===== src/rtl/rx_cmd_parser.sv =====
// -----------------------------------------------------------------------------
// rx_cmd_parser
//   Byte-level command parser placed after the UART receiver. Turns multi-byte
//   command frames into register-file write/read strobes and ALU launch strobes.
//
//   Frames (first byte is the opcode):
//     OP_WR      : opcode, addr, data   -> reg_wr_en
//     OP_RD      : opcode, addr         -> reg_rd_en
//     OP_ALU_OPS : opcode, A, B, fun    -> reg_wr_en(0,A), reg_wr_en(1,B), alu_en
//     OP_ALU_NOP : opcode, fun          -> alu_en
//
//   Ports:
//     clk, rst_n    : clock, synchronous active-low reset
//     rx_valid      : one-cycle strobe, rx_data holds a received byte
//     rx_data       : received byte
//     rx_err        : one-cycle receiver error strobe (dominates rx_valid)
//     reg_wr_en     : one-cycle register write strobe
//     reg_rd_en     : one-cycle register read strobe
//     reg_addr      : register address (held between strobes)
//     reg_wr_data   : register write data (held between strobes)
//     alu_en        : one-cycle ALU launch strobe
//     alu_fun       : ALU function code (held between strobes)
//     busy          : a frame is in progress
//     cmd_err       : one-cycle strobe, frame rejected or aborted
// -----------------------------------------------------------------------------
module rx_cmd_parser #(
  parameter int unsigned ADDR_W      = 4,
  parameter int unsigned TIMEOUT_CYC = 4096,
  parameter logic [7:0]  OP_WR       = 8'hAA,
  parameter logic [7:0]  OP_RD       = 8'hBB,
  parameter logic [7:0]  OP_ALU_OPS  = 8'hCC,
  parameter logic [7:0]  OP_ALU_NOP  = 8'hDD
) (
  input  logic              clk,
  input  logic              rst_n,
  input  logic              rx_valid,
  input  logic [7:0]        rx_data,
  input  logic              rx_err,
  output logic              reg_wr_en,
  output logic              reg_rd_en,
  output logic [ADDR_W-1:0] reg_addr,
  output logic [7:0]        reg_wr_data,
  output logic              alu_en,
  output logic [3:0]        alu_fun,
  output logic              busy,
  output logic              cmd_err
);

  localparam logic [15:0] TMO_LAST = 16'(TIMEOUT_CYC - 1);

  typedef enum logic [2:0] {
    S_IDLE,
    S_WR_ADDR,
    S_WR_DATA,
    S_RD_ADDR,
    S_ALU_A,
    S_ALU_B,
    S_ALU_FUN
  } state_e;

  state_e            state_q, state_d;
  logic [15:0]       tmo_cnt_q, tmo_cnt_d;
  logic [ADDR_W-1:0] wr_addr_q, wr_addr_d;

  logic              reg_wr_en_q, reg_wr_en_d;
  logic              reg_rd_en_q, reg_rd_en_d;
  logic [ADDR_W-1:0] reg_addr_q, reg_addr_d;
  logic [7:0]        reg_wr_data_q, reg_wr_data_d;
  logic              alu_en_q, alu_en_d;
  logic [3:0]        alu_fun_q, alu_fun_d;
  logic              cmd_err_q, cmd_err_d;

  logic accept;
  logic known_op;
  logic addr_bad;
  logic timeout;
  logic abort;

  assign accept   = rx_valid && !rx_err;
  assign known_op = (rx_data == OP_WR) || (rx_data == OP_RD) ||
                    (rx_data == OP_ALU_OPS) || (rx_data == OP_ALU_NOP);
  // Shifting out the address field leaves the must-be-zero upper bits;
  // for ADDR_W=8 the shift yields zero, so no check applies.
  assign addr_bad = (rx_data >> ADDR_W) != 8'd0;
  // A byte arriving on the last allowed cycle wins over the timeout.
  assign timeout  = (state_q != S_IDLE) && !rx_valid && (tmo_cnt_q == TMO_LAST);
  assign abort    = (state_q != S_IDLE) && (rx_err || timeout);

  // State register and registered outputs
  always_ff @(posedge clk) begin
    if (!rst_n) begin
      state_q       <= S_IDLE;
      tmo_cnt_q     <= '0;
      wr_addr_q     <= '0;
      reg_wr_en_q   <= 1'b0;
      reg_rd_en_q   <= 1'b0;
      reg_addr_q    <= '0;
      reg_wr_data_q <= '0;
      alu_en_q      <= 1'b0;
      alu_fun_q     <= '0;
      cmd_err_q     <= 1'b0;
    end else begin
      state_q       <= state_d;
      tmo_cnt_q     <= tmo_cnt_d;
      wr_addr_q     <= wr_addr_d;
      reg_wr_en_q   <= reg_wr_en_d;
      reg_rd_en_q   <= reg_rd_en_d;
      reg_addr_q    <= reg_addr_d;
      reg_wr_data_q <= reg_wr_data_d;
      alu_en_q      <= alu_en_d;
      alu_fun_q     <= alu_fun_d;
      cmd_err_q     <= cmd_err_d;
    end
  end

  // Next-state logic
  always_comb begin
    state_d = state_q;
    if (abort) begin
      state_d = S_IDLE;
    end else if (accept) begin
      case (state_q)
        S_IDLE: begin
          if (rx_data == OP_WR)           state_d = S_WR_ADDR;
          else if (rx_data == OP_RD)      state_d = S_RD_ADDR;
          else if (rx_data == OP_ALU_OPS) state_d = S_ALU_A;
          else if (rx_data == OP_ALU_NOP) state_d = S_ALU_FUN;
          else                            state_d = S_IDLE;
        end
        S_WR_ADDR: state_d = addr_bad ? S_IDLE : S_WR_DATA;
        S_WR_DATA: state_d = S_IDLE;
        S_RD_ADDR: state_d = S_IDLE;
        S_ALU_A:   state_d = S_ALU_B;
        S_ALU_B:   state_d = S_ALU_FUN;
        S_ALU_FUN: state_d = S_IDLE;
        default:   state_d = S_IDLE;
      endcase
    end

    // Inter-byte timer: zero in IDLE and on every accepted byte (which also
    // covers entry into any frame state), otherwise counts silent cycles.
    tmo_cnt_d = tmo_cnt_q;
    if (state_d == S_IDLE || accept) begin
      tmo_cnt_d = '0;
    end else if (!rx_valid) begin
      tmo_cnt_d = tmo_cnt_q + 16'd1;
    end
  end

  // Output logic (next values of the registered outputs)
  always_comb begin
    reg_wr_en_d   = 1'b0;
    reg_rd_en_d   = 1'b0;
    alu_en_d      = 1'b0;
    cmd_err_d     = 1'b0;
    reg_addr_d    = reg_addr_q;
    reg_wr_data_d = reg_wr_data_q;
    alu_fun_d     = alu_fun_q;
    wr_addr_d     = wr_addr_q;

    if (state_q == S_IDLE) begin
      if (accept && !known_op) cmd_err_d = 1'b1;
    end else if (abort) begin
      cmd_err_d = 1'b1;
    end else if (accept) begin
      case (state_q)
        S_WR_ADDR: begin
          if (addr_bad) cmd_err_d = 1'b1;
          else          wr_addr_d = rx_data[ADDR_W-1:0];
        end
        S_WR_DATA: begin
          reg_wr_en_d   = 1'b1;
          reg_addr_d    = wr_addr_q;
          reg_wr_data_d = rx_data;
        end
        S_RD_ADDR: begin
          if (addr_bad) begin
            cmd_err_d = 1'b1;
          end else begin
            reg_rd_en_d = 1'b1;
            reg_addr_d  = rx_data[ADDR_W-1:0];
          end
        end
        S_ALU_A: begin
          reg_wr_en_d   = 1'b1;
          reg_addr_d    = ADDR_W'(0);
          reg_wr_data_d = rx_data;
        end
        S_ALU_B: begin
          reg_wr_en_d   = 1'b1;
          reg_addr_d    = ADDR_W'(1);
          reg_wr_data_d = rx_data;
        end
        S_ALU_FUN: begin
          alu_en_d  = 1'b1;
          alu_fun_d = rx_data[3:0];
        end
        default: ;
      endcase
    end
  end

  assign reg_wr_en   = reg_wr_en_q;
  assign reg_rd_en   = reg_rd_en_q;
  assign reg_addr    = reg_addr_q;
  assign reg_wr_data = reg_wr_data_q;
  assign alu_en      = alu_en_q;
  assign alu_fun     = alu_fun_q;
  assign cmd_err     = cmd_err_q;
  assign busy        = (state_q != S_IDLE);

endmodule


===== config.mk =====
export PLATFORM = sky130hd
export DESIGN_NAME = rx_cmd_parser
export DESIGN_NICKNAME = d
export VERILOG_FILES = /design/src/rtl/rx_cmd_parser.sv
export SDC_FILE = /design/constraint.sdc
export NUM_CORES = 1
export LEC_CHECK = 0
export BUFFER_PORTS_ARGS = -buffer_cell sky130_fd_sc_hd__buf_2
export CORE_ASPECT_RATIO = 1.2
export CORE_MARGIN = 8
export CORE_UTILIZATION = 30
export CTS_CLUSTER_DIAMETER = 100
export DETAILED_ROUTE_END_ITERATION = 10
export GPL_ROUTABILITY_DRIVEN = 0
export PLACE_DENSITY = 0.54
export SYNTH_ARGS = -nofsm -noshare
export SYNTH_HDL_FRONTEND = slang
export SYNTH_SLANG_ARGS = --single-unit

===== constraint.sdc =====
create_clock -name clk -period 2.7 [get_ports clk]
set_clock_uncertainty 0.05 [all_clocks]
set_input_delay 0.27 -clock clk [delete_from_list [all_inputs] [get_ports clk]]
set_output_delay 0.27 -clock clk [all_outputs]
set_load 0.01 [all_outputs]

[Yosys cells after proc, flatten, opt, wreduce, memory -nomap -nowiden]
Cells that the tools add are included.
Storage, ports and cells
  flip-flop bits (word level): 43
  input port bits: 12
  logic and storage cells: 75
  output and inout port bits: 21
Operators by class
  bitwise operators: 6
  $add $sub $neg: 1
  equal/unequal tests: 12
  multiplexer cells: 19
  reductions and logical operators: 27
Operator list (count)
  $eq 8x8->1 const B: 4
  $mux 3: 6
  $add 16x1->16 const B: 1
  $eq 16x12->1 const B: 1
  $pmux 4 s4: 1
  $pmux 3 s4: 1
  $reduce_and 5->1: 2
  $eq 3x3->1 const B: 3
  $mux 1: 9
  $reduce_and 4->1: 2
  $reduce_bool 8->1: 1
  $eq 3x2->1 const B: 2
  $logic_not 3->1: 2
  $not 1->1: 6
  $logic_and 1x1->1: 5
  $logic_or 1x1->1: 5
  $reduce_or 5->1: 1
  $mux 4: 1
  $reduce_bool 4->1: 1
  $reduce_or 2->1: 2
  $reduce_or 4->1: 1
  $eq 3x1->1 const B: 1
  $logic_not 1->1: 3
  $reduce_bool 3->1: 1
  3 further kinds: 3

[Longest topological paths before layout]
Gate-level depths: netlist of run 1.
  word-level depth: 11
  depth in mapped cells: 7
  depth with buffers taken out: 5

[Worst setup path after synthesis of run 1]
OpenSTA, ideal clock, no wires.
  path kind: flip-flop to flip-flop
  start: register tmo_cnt_q[0]
  end: register tmo_cnt_q[0]
  cell stages (with the launch flop): 8
  setup slack: 711 ps
  data required time: 2520 ps
  arrival time: 1809 ps
  clock period less this slack: 1989 ps
  cell sequence: dfxtp_1 > ha_1 > nand3b_4 > or4_1 > buf_2 > o211ai_4 > buf_6 > nor3_1
Between the ends
  cells in the longest elaborated chain, start to end: 8
  elaborated cells between the ends (all ways): 9
  those cells by class: add/sub: 1; eq/ne: 1; mux: 1; reduce/logical: 6
RTL lines
  start, declared: line 62  | logic [15:0] tmo_cnt_q, tmo_cnt_d;
  start signal, assigned: line 104  | tmo_cnt_q <= tmo_cnt_d;
  $eq 16x12->1: line 86  | assign timeout = (state_q != S_IDLE) && !rx_valid && (tmo_cnt_q == TMO_LAST);
  $logic_and 1x1->1: line 86
  $logic_or 1x1->1: line 87  | assign abort = (state_q != S_IDLE) && (rx_err || timeout);
  $logic_and 1x1->1: line 87
  $mux 3: line 119  | if (abort) begin
  $logic_not 3->1: line 143  | if (state_d == S_IDLE || accept) begin
  $logic_or 1x1->1: line 143
  $reduce_or 2->1 (no line)
Parallel ways exist; a longest one is shown, timed or not.
A chain may end at the register's enable or synchronous reset.

[Worst setup path in the final report of run 1]
Ends and elaborated chain as after synthesis.

==> run metrics, run 1 <==
Core Region=6690 um2; DP Area=2250 um2; TritonCTS clock tree=yes; Lkg Pwr=0.914 nW; IO Count=33; pre-CTS WS=0.473 ns; Root Buffer=clkbuf_8; Yosys reg bits=43; Worst Path Arrival=2.33 ns; unrepaired setup endpoints after global routing=no; Distinct cells, synth=45; min-delay worst type=input pin to register; Via density=4.83; outcome=finished clean; sequential cell area fraction in the yosys report=42.5%; drt drc=0; Setup Viol. Count Final=0; crit-path max FO=19; Design Area, Final=2340 um2; Vias=1639; Die X=91.0 um; H-tree depth=2; CTS Sinks=43; Resize count post-CTS=0; initial antenna violation count=0; GR Util All Layers=9.51%; Reg clk slew, reported paths=0.08 ns; setup TNS=0 ns; Total Routed Length=4540 um; fin util=34.9%; gate count of the mapped netlist=221; first-pass iteration count of the detailed router=5; Synth async-reset ratio=0%; fmax=450 MHz; power density cells=464 nW/um2; CTS buffer count=5; syn_nets=234; drt initial violations=66; Tcrit/Tclk final=82.2%; Hold Fails Final Rpt=0; vias in the first global route=1608; Max Transition Viols Final=0; die height=106 um; maximum number of pins on one net before global-route repair=22; final-stage net count=264; Relative slew margins=50.2%; Initial Utilization=30.3%; Routed WL per cell=13.4 um; Antenna Nets Post-Route=0; CP max-delay cell=or4_1; Post-synth EDFFs=0; worst skew pair latency=0.30 ns; grt ovf=0; PnR worst setup slack=0.480 ns; Crit path largest cell delay=0.64 ns; first-pass GRT wire length=7520 um; CP Data Required Time=2.81 ns; critical-path cell list=ha_1 -> nand3b_4 -> or4_1 -> o211ai_4 -> nor3_1; Peak VDD IR=0.198 mV; Setup Buffers After CTS=0; Synth Flop Type=dfxtp_1; # diodes=0; Post-Route Hold Slack=0.219 ns; Die Area=9650 um2; Critical Path Source Type=register; yosys warns=0; fin crit period=2.22 ns; hold buffers post-CTS=0; Post-Syn Area=2030 um2; Synth-to-Final Area Change=15.4%; clk buf depth=2; Port Buffers=32; layout cells sized above 1=18.3%; CP Capture Type=register; Site Rows=33; WS Path Type=register to register; actual slew at the worst max-slew pin=0.745 ns; Maximum Capacitance Violations=0; dpl hpwl=3310 um; Syn Area/Cell=9.17 um2
## report_power, final
part           leakage, nW  switching (mW)  internal [mW]
Combinational        0.526          0.0343         0.0171
Sequential           0.346        0.000600          0.634
Clock               0.0412           0.217          0.181
Total                0.914           0.252          0.832
## cell families after synthesis
| family | synth area share [%] |
|---|---|
| simple gates | 25.9 |
| buf+inv | 3.95 |
| xor+xnor | 5.62 |
| fa+ha+maj | 0.618 |
| flops | 42.5 |
| mux | 8.40 |
| compound gates | 13.0 |
## metal layers
metal  global-route usage (%)  wire length (um)  vias up
met5                        0                 0        -
met4                     4.22                63        0
met3                     3.45               257        7
met2                     15.5              2090       31
met1                     11.0              2130      743
li1                         -                 -      858
## registers in the layout, indices dropped and copies added (netlist names)
name / cells
state_q: 3
reg_rd_en: 1
wr_addr_q: 4
tmo_cnt_q: 16
alu_fun: 4
reg_addr: 4
alu_en: 1
cmd_err: 1
reg_wr_en: 1
reg_wr_data: 8
## placed cells by master, fill, tap and decap left out, types with 2 or more instances in the layout
master	instances
nor3b_1	2
or4_1	2
dfxtp_1	43
nand2b_1	6
and3b_1	2
xor2_1	3
clkbuf_8	5
nand2_1	10
o21ai_0	7
buf_2	32
buf_4	2
nor2b_1	3
or3_1	4
o2bb2ai_1	2
nor4_1	3
a211oi_1	6
nor3_1	17
mux2i_1	17
a31oi_1	4
nand4_1	2
inv_1	6
xnor2_1	10
nor2_1	25
a21oi_1	6
a2bb2oi_1	2
nand3_1	8
nor4bb_1	2
o211ai_1	2
## per-stage QoR
step / cells / power, mW
after floorplan: 221 / 0.679
after global placement: 331 / 0.702
after detailed placement: 331 / 0.702
after CTS: 339 / 1.10
after global routing: 339 / 1.14
final: 339 / 1.08
## critical path: cells and delay by family (launching register included)
kind | cells | cell delay [ns]
AO/OA/AOI/OAI | 1 | 0.54
adder cells (fa/ha/maj) | 1 | 0.23
flip-flops | 1 | 0.40
AND/OR/NAND/NOR | 3 | 0.87
## cell usage after synthesis (2+ instances only)
master      n  area, um2
o2bb2ai_1   2       17.5
inv_1       6       22.5
nor4bb_1    2       20.0
xnor2_1    10       87.6
a31oi_1     4       25.0
o211ai_1    2       15.0
nand4_1     2       12.5
a2bb2oi_1   2       17.5
or3_1       4       25.0
dfxtp_1    43        861
nor2b_1     3       18.8
nor2_1     25       93.8
a21oi_1     6       30.0
mux2i_1    17        170
nand3_1     8       40.0
xor2_1      3       26.3
nand2_1    10       37.5
nor4_1      3       18.8
nor3_1     17       85.1
o21ai_0     7       35.0
a211oi_1    6       45.0
nor3b_1     2       15.0
nand2b_1    6       37.5
and3b_1     2       17.5
buf_6       2       22.5
clkbuf_1    7       26.3
or4_1       2       15.0
## final timing paths
path	to	start	slack (ns)	cells past startpoint
worst min register to register	reg_addr[0]$_SDFFE_PN0P_	reg_addr[0]$_SDFFE_PN0P_	0.44	2
worst min-delay path	reg_wr_data[5]$_SDFFE_PN0P_	rx_data[5]	0.22	3
worst max-delay path	tmo_cnt_q[0]$_SDFFE_PP0N_	tmo_cnt_q[0]$_SDFFE_PP0N_	0.48	5
worst max register to register	tmo_cnt_q[0]$_SDFFE_PP0N_	tmo_cnt_q[0]$_SDFFE_PP0N_	0.48	5
## cell type report
| type | count | area (um2) |
|---|---|---|
| clock buffer | 6 | 72.6 |
| clock inverter | 2 | 12.5 |
| fill | 719 | 4350 |
| inverter | 6 | 22.5 |
| multi-input combinational | 161 | 1080 |
| sequential | 43 | 861 |
| tap | 87 | 109 |
| timing repair buffer | 34 | 175 |
(Power assumes the default switching activity.)
==> run 2, diff against run 1 <==
- PLACE_DENSITY: 0.54 -> 0.55
- clock period: 2.7 -> 1.95 ns (I/O delays scaled with it)
==> run 2 against run 1 <==
Final area increased by 8.5%; via count increased by 6.2%; combinational power increased by 61%; sequential power increased by 38%.
==> run metrics, run 2 (synthesis gave the netlist of run 1 again) <==
CP Data Required Time=2.13 ns (-0.68 ns); Root Buffer=clkbuf_8; fin crit period=1.86 ns (-0.359 ns); area of the multi-input gates=1100 um2 (+1.2%); initial antenna violation count=0 (unchanged); setup TNS=0 ns (unchanged); Total Routed Length=4810 um (+6.1%); Tcrit/Tclk final=95.4% (+13 points); CP delay by family, top=simple AND/OR/NAND/NOR gates; PnR worst setup slack=0.0893 ns (-0.391 ns); Post-Route Hold Slack=0.140 ns (-0.0786 ns); pre-CTS WS=0.0357 ns (-0.437 ns); Maximum Capacitance Violations=0 (unchanged); min-delay worst type=input pin to register; Die Area=9650 um2 (unchanged); dpl hpwl=3580 um (+8.1%); GR Util All Layers=9.97% (+0.46 points); Initial Utilization=30.3% (unchanged); DP Area=2410 um2 (+7.1%); layout cells sized above 1=26.8% (+8.6 points); filler cell count=730 (+1.5%); Relative slew margins=58.9% (+8.7 points); IO Count=33 (unchanged); Worst Path Arrival=2.04 ns (-0.29 ns); Design Area, Final=2530 um2 (+8.5%); Antenna Nets Post-Route=0 (unchanged); max FFs per register=16 (unchanged); Port Buffers=32 (unchanged); Die X=91.0 um (unchanged); final-stage net count=284 (+7.6%); first-pass iteration count of the detailed router=4 (-1); leading cell types in the layout, fill and taps excluded=dfxtp_1, buf_2, nor2_1, buf_4; worst skew pair latency=0.29 ns (about the same); CTS Sinks=43 (unchanged); Synth-to-Final Area Change=25.1%; Routed WL per cell=13.4 um (+0.18%); drt initial violations=82 (+24%); H-tree depth=2 (unchanged); Peak VDD IR=0.209 mV (+5.2%); hold buffers post-CTS=0 (unchanged); Setup Viol. Count Final=0 (unchanged); reg2reg setup slack=0.09 ns (-0.39 ns); # diodes=0 (unchanged); # placed instances=350 (+5.7%); Tot Pwr=1.59 mW (+47%); crit-path max FO=4 (-15); FF/Latch Area=865 um2 (+0.44%); fin util=37.9% (+3.0 points); Core Region=6690 um2 (unchanged); maximum number of pins on one net before global-route repair=22 (unchanged); Vias=1741 (+6.2%); Reg with most FFs=tmo_cnt_q; vias in the first global route=1659 (+3.2%); Via density=4.85 (+0.31%); CTS buffer count=5 (unchanged); Max Transition Viols Final=0 (unchanged); CP max-delay cell=or4_4; grt ovf=0 (unchanged); Buffers & Inverters on Critical Path=0 (unchanged); actual slew at the worst max-slew pin=0.616 ns (-0.129 ns); die height=106 um (unchanged); Critical Path Source Type=register; final cell count without fillers=359 (+5.9%); clk buf depth=2 (unchanged); CP Capture Type=register; fmax=537 MHz (+19%); commonest non-fill, non-tap cell in the layout=dfxtp_1; power density cells=628 nW/um2 (+35%); TritonCTS clock tree=yes; Site Rows=33 (unchanged); WS Path Type=register to register; unrepaired setup endpoints after global routing=no; Hold Fails Final Rpt=0 (unchanged); drt drc=0 (unchanged); Crit path largest cell delay=0.55 ns (-0.09 ns); first-pass GRT wire length=7900 um (+5.0%); Lkg Pwr=1.03 nW (+13%); critical-path cell list=ha_2 -> nand3b_4 -> or4_4 -> or3_1 -> a211oi_2; Reg clk slew, reported paths=0.08 ns (about the same); outcome=finished clean
run 2: cell count changes in the layout (fill, tap and decap cells not counted), sizes merged:
cell / before / now
clkbuf: 6 / 7
clkinv: 1 / 0
buf: 34 / 54
run 2: cell type report:
class | count | area share [%]
Multi-Input combinational cell | 161 | 43.3
Sequential cell | 43 | 34.1
Inverter | 6 | 0.888
Timing Repair Buffer | 54 | 13.3
Clock buffer | 7 | 3.80
Tap cell | 87 | 4.29
Clock inverter | 1 | 0.296
run 2: metal layers:
layer / vias to the layer above / track usage, % / routed length (um)
li1: 897 / - / -
met1: 798 / 11.2 / 2130
met2: 40 / 16.9 / 2350
met3: 6 / 4.02 / 291
met4: 0 / 3.17 / 43
met5: - / 0 / 0
run 2: timing repair:
item / 4_1_cts / 5_1_grt
endpoints found under the setup margin: 0 / 6
hold endpoints to repair: 0 / 0
setup buffers: 0 / 1
gates resized for setup: 0 / 3
run 2: worst register-to-register path: stages, from the launching register on:
cell and delay [ns]:
dfxtp_2 0.34, ha_2 0.20, nand3b_4 0.08, or4_4 0.55, or3_1 0.38, a211oi_2 0.20
run 2: power breakdown:
part | internal (mW) | total [mW] | switching, mW | leakage (nW)
clock network | 0.322 | 0.630 | 0.308 | 0.0505
logic | 0.0324 | 0.0829 | 0.0504 | 0.630
registers | 0.878 | 0.879 | 0.000663 | 0.348
run 2: final timing paths:
kind         cells past startpoint                          end                      start
max reg2reg                      5   tmo_cnt_q[14]$_SDFFE_PP0N_  tmo_cnt_q[1]$_SDFFE_PP0N_
min reg2reg                      2     reg_addr[0]$_SDFFE_PN0P_   reg_addr[0]$_SDFFE_PN0P_
max                              5   tmo_cnt_q[14]$_SDFFE_PP0N_  tmo_cnt_q[1]$_SDFFE_PP0N_
min                              3  reg_wr_data[5]$_SDFFE_PN0P_                 rx_data[5]
==> run 3, diff against run 2 <==
- HOLD_SLACK_MARGIN: default -> 0.02
- PLACE_DENSITY: 0.55 -> 0.54
- clock period: 1.95 -> 2.2 ns (I/O delays scaled with it)
==> run 3 against run 2 <==
Wire length shrank 5.2%; hold slack better by 0.024 ns; clock-buffer cell count shrank 1; global-route usage decreased by 0.22 points; via count shrank 4.1%; die area unchanged; combinational power decreased by 18%.
==> run metrics, run 3 (synthesis gave the netlist of run 1 again) <==
CP Data Required Time=2.37 ns (+0.24 ns); Peak VDD IR=0.256 mV (+23%); Relative slew margins=58.4% (-0.49 points); dpl hpwl=3340 um (-6.7%); actual slew at the worst max-slew pin=0.623 ns (+0.00731 ns); clk buf depth=2 (unchanged); Antenna Nets Post-Route=0 (unchanged); Max Transition Viols Final=0 (unchanged); CP Capture Type=register; first-pass iteration count of the detailed router=4 (unchanged); Tcrit/Tclk final=91.6% (-3.8 points); Maximum Capacitance Violations=0 (unchanged); layout cells sized above 1=20.5% (-6.3 points); H-tree depth=2 (unchanged); Root Buffer=clkbuf_8; GR Util All Layers=9.75% (-0.22 points); Initial Utilization=30.3% (unchanged); drt initial violations=66 (-20%); Setup Viol. Count Final=0 (unchanged); Core Region=6690 um2 (unchanged); WS Path Type=register to register; vias in the first global route=1609 (-3.0%); crit-path max FO=5 (+1); setup TNS=0 ns (unchanged); initial antenna violation count=0 (unchanged); IO Count=33 (unchanged); worst skew pair latency=0.30 ns (about the same); CTS Sinks=43 (unchanged); max FFs per register=16 (unchanged); Site Rows=33 (unchanged); outcome=finished clean; Synth-to-Final Area Change=18.4%; Vias=1669 (-4.1%); first-pass GRT wire length=7690 um (-2.6%); Worst Path Arrival=2.19 ns (+0.15 ns); grt ovf=0 (unchanged); hold buffers post-CTS=0 (unchanged); fin crit period=2.02 ns (+0.154 ns); die height=106 um (unchanged); power density cells=562 nW/um2 (-11%); Routed WL per cell=13.2 um (-1.3%); Die X=91.0 um (unchanged); Hold Fails Final Rpt=0 (unchanged); maximum number of pins on one net before global-route repair=22 (unchanged); Reg with most FFs=tmo_cnt_q; Reg clk slew, reported paths=0.09 ns (about the same); drt drc=0 (unchanged); TritonCTS clock tree=yes; CTS buffer count=5 (unchanged); Die Area=9650 um2 (unchanged); fmax=496 MHz (-7.7%); Total Routed Length=4560 um (-5.2%); min-delay worst type=input pin to register; Via density=4.84 (-0.25%); Lkg Pwr=0.951 nW (-7.6%); Critical Path Source Type=register; # diodes=0 (unchanged); Port Buffers=32 (unchanged); commonest non-fill, non-tap cell in the layout=dfxtp_1; Tot Pwr=1.35 mW (-15%); final-stage net count=270 (-4.9%); leading cell types in the layout, fill and taps excluded=dfxtp_1, buf_2, nor2_1, mux2i_1, nor3_1; unrepaired setup endpoints after global routing=no
## run 3: what timing repair did
item | 4_1_cts | 5_1_grt
endpoints found under the setup margin | 0 | 9
gates resized for setup | 0 | 1
hold endpoints to repair | 0 | 0
setup buffers | 0 | 0
## run 3: cell type report
cell class / count / area, um2
fill: 715 / 4290
tap: 87 / 109
clock inverter: 2 / 12.5
timing repair buffer: 40 / 233
multi-input combinational: 161 / 1090
sequential: 43 / 861
inverter: 6 / 22.5
clock buffer: 6 / 72.6
## run 3: worst max-delay path, stage by stage, from the launching register on
cell      delay (ns)
dfxtp_1         0.39
ha_1            0.24
nand3b_4        0.10
or4_4           0.58
or3_1           0.38
a211oi_2        0.21
## run 3: layer usage
layer,global-route usage (%),wire (um)
met1,11.3,2170
met2,16.1,2070
met3,3.24,257
met4,4.10,64
met5,0,0
## run 3: final timing paths
check | depth (start not counted) | end | start | slack [ns]
max | 5 | tmo_cnt_q[14]$_SDFFE_PP0N_ | tmo_cnt_q[0]$_SDFFE_PP0N_ | 0.18
min | 3 | reg_wr_data[5]$_SDFFE_PN0P_ | rx_data[5] | 0.16
max reg2reg | 5 | tmo_cnt_q[14]$_SDFFE_PP0N_ | tmo_cnt_q[0]$_SDFFE_PP0N_ | 0.18
min reg2reg | 2 | reg_addr[0]$_SDFFE_PN0P_ | reg_addr[0]$_SDFFE_PN0P_ | 0.42
## run 3: power by group
group | leakage, nW | internal (mW) | switching [mW] | total (mW)
registers | 0.346 | 0.779 | 0.000683 | 0.779
logic | 0.563 | 0.0253 | 0.0424 | 0.0677
clock network | 0.0412 | 0.222 | 0.278 | 0.500
## run 3: through the flow
step	cell area, um2	cells	hold WS, ns	util (%)	setup WS, ns
2_1_floorplan	2030	221	0.287	-	0.211
3_3_place_gp	2310	337	0.403	34.5	0.161
3_5_place_dp	2310	337	0.408	34.5	0.0965
4_1_cts	2390	345	0.163	35.8	0.0703
5_1_grt	2400	345	0.172	35.9	0.0984
6_report	2400	345	0.164	35.9	0.185
